==> config.mk <==
export PLATFORM = sky130hd
export DESIGN_NAME = qsys_slave_responder
export DESIGN_NICKNAME = d
export VERILOG_FILES = /design/src/rtl/qsys_slave_responder.sv
export SDC_FILE = /design/constraint.sdc
export NUM_CORES = 1
export LEC_CHECK = 0
export CORE_MARGIN = 2
export CORE_UTILIZATION = 59
export CTS_BUF_LIST = sky130_fd_sc_hd__clkbuf_8
export DETAILED_ROUTE_END_ITERATION = 10
export PLACE_DENSITY = 0.93
export SYNTH_ARGS = -nofsm -noshare
export SYNTH_HDL_FRONTEND = slang
export SYNTH_SLANG_ARGS = --single-unit
export TNS_END_PERCENT = 1
==> constraint.sdc <==
create_clock -name clk -period 3.45 [get_ports clk]
set_clock_uncertainty 0.1 [all_clocks]
set_input_delay 0.69 -clock clk [delete_from_list [all_inputs] [get_ports clk]]
set_output_delay 0.69 -clock clk [all_outputs]
set_load 0.02 [all_outputs]
==> src/rtl/qsys_slave_responder.sv <==
// Avalon-MM slave traffic endpoint: tagged, rate-limited, in-order read responses.
// Optional random stall on waitrequest: define QSYS_SLAVE_RAND_STALL_EN.
module qsys_slave_responder #(
    parameter int WIDTH      = 32,
    parameter int ID         = 0,
    parameter int ADDR_WIDTH = 32,
    parameter int LATENCY    = 2,
    parameter int FIFO_DEPTH = 4,
    parameter int RESP_GAP   = 0,
    parameter int NUM_RESP   = 1000
) (
    input  logic                  clk,
    input  logic                  rst,
    output logic                  done,
    input  logic [WIDTH-1:0]      writedata,
    input  logic [ADDR_WIDTH-1:0] address,
    input  logic                  write,
    input  logic                  read,
    output logic [WIDTH-1:0]      readdata,
    output logic                  readdatavalid,
    output logic                  waitrequest
);
    localparam int CW = WIDTH - 16;
    localparam int AW = $clog2(FIFO_DEPTH);
    localparam int PD = (LATENCY > 1) ? LATENCY - 1 : 1;
    localparam logic [7:0] ID8 = 8'(ID);

    logic [WIDTH-1:0] fifo_mem [FIFO_DEPTH];
    logic [AW-1:0]    wr_ptr, rd_ptr;
    logic [AW:0]      fcnt, occ;
    logic [CW-1:0]    resp_count;
    logic [31:0]      wr_count, iss_count, gap_cnt;
    logic             full, stall, acc_rd, acc_wr;
    logic             in_v, fifo_empty, issue, push, pop;
    logic [WIDTH-1:0] req_word, in_d;

`ifdef QSYS_SLAVE_RAND_STALL_EN
    logic [15:0] lfsr;

    always_ff @(posedge clk) begin
        if (rst)
            lfsr <= 16'hACE1 ^ {8'h00, ID8};
        else
            lfsr <= {lfsr[14:0], lfsr[15] ^ lfsr[13] ^ lfsr[12] ^ lfsr[10]};
    end

    assign stall = lfsr[0];
`else
    assign stall = 1'b0;
`endif

    assign full        = (occ == (AW+1)'(FIFO_DEPTH));
    assign waitrequest = rst | full | stall;
    assign acc_rd      = read & ~waitrequest;
    assign acc_wr      = write & ~waitrequest;
    assign req_word    = {ID8, writedata[WIDTH-1 -: 8], resp_count + CW'(1)};

    generate
        if (LATENCY > 1) begin : g_pipe
            logic [PD-1:0]    pv;
            logic [WIDTH-1:0] pdat [PD];

            always_ff @(posedge clk) begin
                if (rst) begin
                    pv <= '0;
                end else begin
                    pv[0] <= acc_rd;
                    for (int i = 1; i < PD; i++)
                        pv[i] <= pv[i-1];
                end
            end

            always_ff @(posedge clk) begin
                pdat[0] <= req_word;
                for (int i = 1; i < PD; i++)
                    pdat[i] <= pdat[i-1];
            end

            assign in_v = pv[PD-1];
            assign in_d = pdat[PD-1];
        end else begin : g_nopipe
            assign in_v = acc_rd;
            assign in_d = req_word;
        end
    endgenerate

    // An arriving word bypasses the FIFO when it is empty and the issue slot is open.
    assign fifo_empty = (fcnt == '0);
    assign issue      = (gap_cnt == 32'd0) & (~fifo_empty | in_v);
    assign pop        = issue & ~fifo_empty;
    assign push       = in_v & ~(issue & fifo_empty);

    always_ff @(posedge clk) begin
        if (push)
            fifo_mem[wr_ptr] <= in_d;
    end

    always_ff @(posedge clk) begin
        if (rst) begin
            wr_ptr        <= '0;
            rd_ptr        <= '0;
            fcnt          <= '0;
            occ           <= '0;
            resp_count    <= '0;
            wr_count      <= '0;
            iss_count     <= '0;
            gap_cnt       <= '0;
            readdata      <= '0;
            readdatavalid <= 1'b0;
        end else begin
            if (push)
                wr_ptr <= wr_ptr + AW'(1);
            if (pop)
                rd_ptr <= rd_ptr + AW'(1);
            if (push && !pop)
                fcnt <= fcnt + (AW+1)'(1);
            else if (!push && pop)
                fcnt <= fcnt - (AW+1)'(1);
            if (acc_rd && !issue)
                occ <= occ + (AW+1)'(1);
            else if (!acc_rd && issue)
                occ <= occ - (AW+1)'(1);
            if (acc_rd)
                resp_count <= resp_count + CW'(1);
            if (acc_wr)
                wr_count <= wr_count + 32'd1;
            readdatavalid <= issue;
            if (issue) begin
                readdata <= fifo_empty ? in_d : fifo_mem[rd_ptr];
                gap_cnt  <= 32'(RESP_GAP);
                if (iss_count != 32'hFFFF_FFFF)
                    iss_count <= iss_count + 32'd1;
            end else if (gap_cnt != 32'd0) begin
                gap_cnt <= gap_cnt - 32'd1;
            end
        end
    end

    assign done = (iss_count >= 32'(NUM_RESP));

endmodule
* Word level (Yosys, flattened, before mapping)
Memories as Yosys holds them, arrays and structs flattened. A register that Yosys moved wholly into a read port is not among the register bits.
Index checks and enable logic that the tools add are counted.
** Word-level totals
- Memories :: 2
- Word-level logic and storage cells :: 58
- RAM bits :: 152
- Output and inout bits :: 35
- Register bits after elaboration :: 124
- Input bits :: 68
** Memory list
- fifo_mem :: words 4, width 32, read ports 1, clocked after memory_dff 1, write ports 1, RTL line 28 : logic [WIDTH-1:0] fifo_mem [FIFO_DEPTH];
- g_pipe.pdat :: words 1, width 24, read ports 1, clocked after memory_dff 0, write ports 1, RTL line 61 : logic [WIDTH-1:0] pdat [PD];
** Operators by class
- $add $sub $neg :: 9
- Bitwise logic cells :: 10
- Muxes and demuxes :: 9
- Eq/ne operators :: 2
- Magnitude comparators :: 1
- Reductions and logical operators :: 15
** Operators by type and width (number)
- 32-bit by 1-bit adder with 32-bit output (second input constant) :: 1
- 32-bit by 10-bit >= comparator with 1-bit output (second input constant) :: 1
- 32-bit logical NOT :: 1
- 32-bit 2-to-1 mux :: 1
- 32-bit != test (second input constant) :: 1
- 32-bit nonzero test :: 1
- 32-bit by 1-bit subtractor with 32-bit output (second input constant) :: 1
- 16-bit by 1-bit adder with 16-bit output (second input constant) :: 1
- 3-bit 2-to-1 mux :: 4
- 3-bit by 1-bit adder with 3-bit output (second input constant) :: 2
- 3-bit by 1-bit subtractor with 3-bit output (second input constant) :: 2
- 1-bit bitwise AND :: 5
- 2-bit by 1-bit adder with 2-bit output (second input constant) :: 2
- 1-bit logical AND :: 4
- 1-bit logical NOT :: 4
- 2-bit 2-to-1 mux :: 2
- 2-bit nonzero test :: 2
- 3-bit == test (second input constant) :: 1
- 3-bit logical NOT :: 1
- 1-bit inverter :: 3
- 1-bit 2-to-1 mux :: 2
- 1-bit OR :: 2
- 2-bit AND reduction :: 1
- 2-bit OR reduction :: 1

* Logic depth before layout (Yosys ltp)
- Depth in word-level cells :: 11
- Depth in mapped cells :: 13
- Mapped depth without buffers :: 11

* Worst setup path before layout
OpenSTA, ideal clock, no wires.
- Path kind :: reg-to-reg
- Start point :: register fcnt[0]
- End point :: register occ[2]
- Clock period less this slack :: 3.158 ns
- Setup time :: 0.070 ns
- Slack :: 0.292 ns
- Required time :: 3.280 ns
- Path buffers :: 2
- Stages on the path, launching flop included :: 12
- Data arrival time :: 2.988 ns
- Path through :: dfxtp_1 -> nor4_1 -> nor4_2 -> nand3_1 -> clkbuf_1 -> clkbuf_1 -> ha_1 -> inv_1 -> fa_1 -> xor2_1 -> or3_1 -> a21oi_1
** On the way
- Longest elaborated chain between the ends :: 7
- Elaborated cells between the ends (all ways) :: 9
- Those cells by class :: mux: 1; bitwise: 3; reduce/logical: 5
** Ends and longest elaborated chain
- start, declared :: RTL line 30 : logic [AW:0] fcnt, occ;
- start signal, assigned :: RTL line 116 : fcnt <= fcnt + (AW+1)'(1);
- start signal, assigned :: RTL line 118 : fcnt <= fcnt - (AW+1)'(1);
- 3-bit logical NOT (*) :: RTL line 88 : assign fifo_empty = (fcnt == '0);
- 1-bit inverter (*) :: RTL line 89 : assign issue = (gap_cnt == 32'd0) & (~fifo_empty | in_v);
- 1-bit OR (*) :: RTL line 89
- 1-bit bitwise AND (*) :: RTL line 89
- 1-bit logical NOT :: RTL line 119 : if (acc_rd && !issue)
- 1-bit logical AND :: RTL line 119
- 3-bit 2-to-1 mux or 2-bit nonzero test (tied branches)
- end signal, assigned :: RTL line 120 : occ <= occ + (AW+1)'(1);
- end signal, assigned :: RTL line 122 : occ <= occ - (AW+1)'(1);
- end, declared :: RTL line 30
Mark *: on every way between the ends. The rest lies on a longest branch, timed or not.
A chain may end at the register's enable or synchronous reset.

* Worst setup path after layout
- Start point :: register iss_count[24]
- End point :: output port done
** On the way
- Longest elaborated chain between the ends :: 1
** Ends and longest elaborated chain
- start, declared :: RTL line 32 : logic [31:0] wr_count, iss_count, gap_cnt;
- start signal, assigned :: RTL line 132 : iss_count <= iss_count + 32'd1;
- 32-bit by 10-bit >= comparator with 1-bit output :: RTL line 139 : assign done = (iss_count >= 32'(NUM_RESP));
- end, declared :: RTL line 14 : output logic done,
Every way passes these cells.

==> run_results.csv <==
group,metric,value,unit
global_routing,grt_pass1_wl,37200,um
timing,worst_slew_pin_slew,0.932,ns
die,rows,48,
critical_path,path_max_fanout,7,
synth,yosysWarnings,0,
synth,ys_seq_area_share,55.0,%
layout,final_cell_mix,"dfxtp_1 (141), edfxtp_1 (96), nor2_1 (89)",
placement,dp_hpwl,13600,um
timing,min_period_over_period,92.4,%
placement,place_area,11000,um2
worst_hold_path,min_path_cells,1,
die,die_x,137,um
critical_path,crit_slowest_cell,"clkdlybuf4s50_1",
clocking,clock-sinks,238,
clocking,cts_buffers,39,
clocking,cts_resized,0,
detailed_routing,routed_wl,23100,um
synth,synthTopCellsByArea,"edfxtp_1 (28%), dfxtp_1 (27%), mux4_2 (5.2%)",
synth,synthCells,927,
layout,stdcell_count,1228,
layout,layout.nets,1052,
critical_path,cp-end-kind,"output port",
outcome,status,"completed",
global_routing,grt_antenna_before_repair,0,
placement,port_buffers,37,
layout,fin_area,11700,um2
global_routing,gr-usage-all-layers,25.3,%
placement,placed_cells,1157,
die,dieArea,18700,um2
worst_hold_path,hp-class,"register to register",
critical_path,cp-start-kind,"register",
synth,synth_area_leader_cell,"edfxtp_1",
synth,avgSynthCellArea,11.2,um2
power,power_density,719,nW/um2
timing,layout_min_cycle_time,3.19,ns
critical_path,r2r_slack,0.41,ns
synth,ys_types,61,
critical_path,critical_path_class,"register to output port",
timing,fmax,314,MHz
detailed_routing,routedWlPerCell,18.8,um
synth,ys_seq_elements,238,
critical_path,reg2reg_depth,8,
detailed_routing,dr.pass1.iters,5,
timing,finalMaxSlewViolations,0,
timing,max_slew_margin,37.8,%
power,ir_drop,0.508,mV
clocking,clk_pin_slew_worst_paths,0.07,ns
detailed_routing,viasPerCell,6.18,
timing,setup_tns,0,ns
power,power.leakage,4.12,nW
synth,synth_edf_count,96,
clocking,htreeDepth,2,
timing,rsz0062_at_grt,"false",
synth,synth_area,10400,um2
critical_path,worstPathCellList,"nor4_1, nand4_1, nor4_1, o21ai_0, clkdlybuf4s50_1",
critical_path,arrival,2.40,ns
power,p_total,8.44,mW
layout,fillers,1172,
die,start_util,60.2,%
global_routing,grt_max_degree,56,
detailed_routing,vias,7589,
layout,drive_above_1_share,17.0,%
die,ioPinCount,103,
critical_path,r2r-start,"gap_cnt[20]$_SDFFE_PP0N_",
critical_path,crit_buf_inv,1,
layout,layout_commonest_cell,"dfxtp_1",
detailed_routing,drtIter0Drc,559,
die,die_h,137,um
worst_hold_path,hold_path.startpoint,"resp_count[0]$_SDFFE_PP0P_",
clocking,cts_buffer_depth,3,
detailed_routing,post-route-drc-count,0,
job,maxCapViolations,0,
critical_path,reg2reg_to,"fcnt[2]$_SDFFE_PP0P_",
layout,areaGrowthSynthToFinish,12.6,%
clocking,cts_tree,"built",
global_routing,grt_pass1_vias,7564,
layout,final_util,67.8,%
placement,place_congestion,0.858,
critical_path,cp_data_required_time,2.66,ns
clocking,clock_latency,0.56,ns
clocking,hold_buffers,0,
synth,ys.flop_type,"dfxtp_1",
layout,diodes,0,
synth,yosys.area.top_type_share,27.7,%
synth,ys_async_sr_fraction,0,%
critical_path,cp_top_family,"simple AND/OR/NAND/NOR gates",
detailed_routing,final_antenna_net_count,0,
timing,setup_viol,0,
critical_path,worst_path_largest_cell_delay,0.56,ns
critical_path,critical_path.most_common_cell,"nor4_1",
timing,hold_viol,0,
clocking,post-cts-setup-buffers,0,
die,core-area,17300,um2
worst_hold_path,hold-path-endpoint,"g_pipe.pdat[0][0]$_DFF_P_",
clocking,cts_root_buf,"clkbuf_8",
global_routing,gr-total-overflow,0,
==> logic make-up (layout without fill, tap and decap cells) <==
family	after synthesis	after routing	share of synthesized area, %
AOI/OAI and AO/OA	161	161	10.9
other	1	8	0.0360
xor gates and xnor gates	41	41	3.45
muxes	42	42	7.09
adders and majority gates	11	11	1.47
buffers and inverters	105	174	4.34
and+or+nand+nor	328	328	17.7
DFF	238	238	55.0
==> power breakdown <==
group / internal [mW] / leakage (nW) / switching [mW]
Combinational: 1.11 / 1.66 / 1.45
Sequential: 3.23 / 2.02 / 0.316
Clock: 1.19 / 0.447 / 1.14
==> worst max path at each step <==
stage | from | end | slack (ns) | depth (start not counted)
detailed placement | gap_cnt[20]$_SDFFE_PP0N_ | occ[2]$_SDFFE_PP0P_ | 0.53 | 10
global placement | gap_cnt[20]$_SDFFE_PP0N_ | fcnt[2]$_SDFFE_PP0P_ | 0.60 | 8
CTS | iss_count[24]$_SDFFE_PP0P_ | done | 0.23 | 5
global route | iss_count[24]$_SDFFE_PP0P_ | done | 0.07 | 5
finish | iss_count[24]$_SDFFE_PP0P_ | done | 0.26 | 5
floorplan | fcnt[0]$_SDFFE_PP0P_ | occ[2]$_SDFFE_PP0P_ | 0.29 | 11
==> cell type report <==
| class | count | area (um2) | share of cell area (%) |
|---|---|---|---|
| flip-flops and latches | 238 | 5730 | 48.8 |
| repair buffers | 61 | 548 | 4.67 |
| clock inverters | 27 | 139 | 1.18 |
| well taps | 225 | 282 | 2.40 |
| clock buffers | 44 | 606 | 5.16 |
| multi-input cells | 591 | 4270 | 36.4 |
| inverters | 42 | 158 | 1.34 |
==> registers in the layout, indices dropped and copies added (netlist names), named ones only <==
signal / flops
fifo_mem: 96
gap_cnt: 32
iss_count: 32
g_pipe.pdat: 24
readdata: 24
resp_count: 16
fcnt: 3
occ: 3
rd_ptr: 2
wr_ptr: 2
g_pipe.pv: 1
readdatavalid: 1
==> layer usage <==
layer | wire length (um) | track usage (%)
met1 | 9100 | 30.4
met2 | 11600 | 43.6
met3 | 1520 | 4.85
met4 | 883 | 12.9
met5 | 0 | 0
==> per-stage QoR <==
stage	setup WS (ns)	hold slack, ns
3_3_place_gp	0.603	0.351
4_1_cts	0.233	0.340
2_1_floorplan	0.292	0.301
6_report	0.262	0.351
5_1_grt	0.0660	0.369
3_5_place_dp	0.528	0.343
==> synth_stat cells, types with 11 or more instances <==
cell type	count
a21oi_1	49
a31oi_1	26
clkbuf_1	43
dfxtp_1	142
edfxtp_1	96
inv_1	42
mux4_2	24
nand2_1	26
nand3_1	22
nand4_1	23
nor2_1	89
nor2_2	20
nor2b_1	11
nor3_1	22
nor4_1	16
o21ai_0	13
o22ai_2	20
o31ai_1	33
or3_1	17
or4_1	32
xnor2_1	21
xor2_1	20
(Power assumes the default switching activity.)
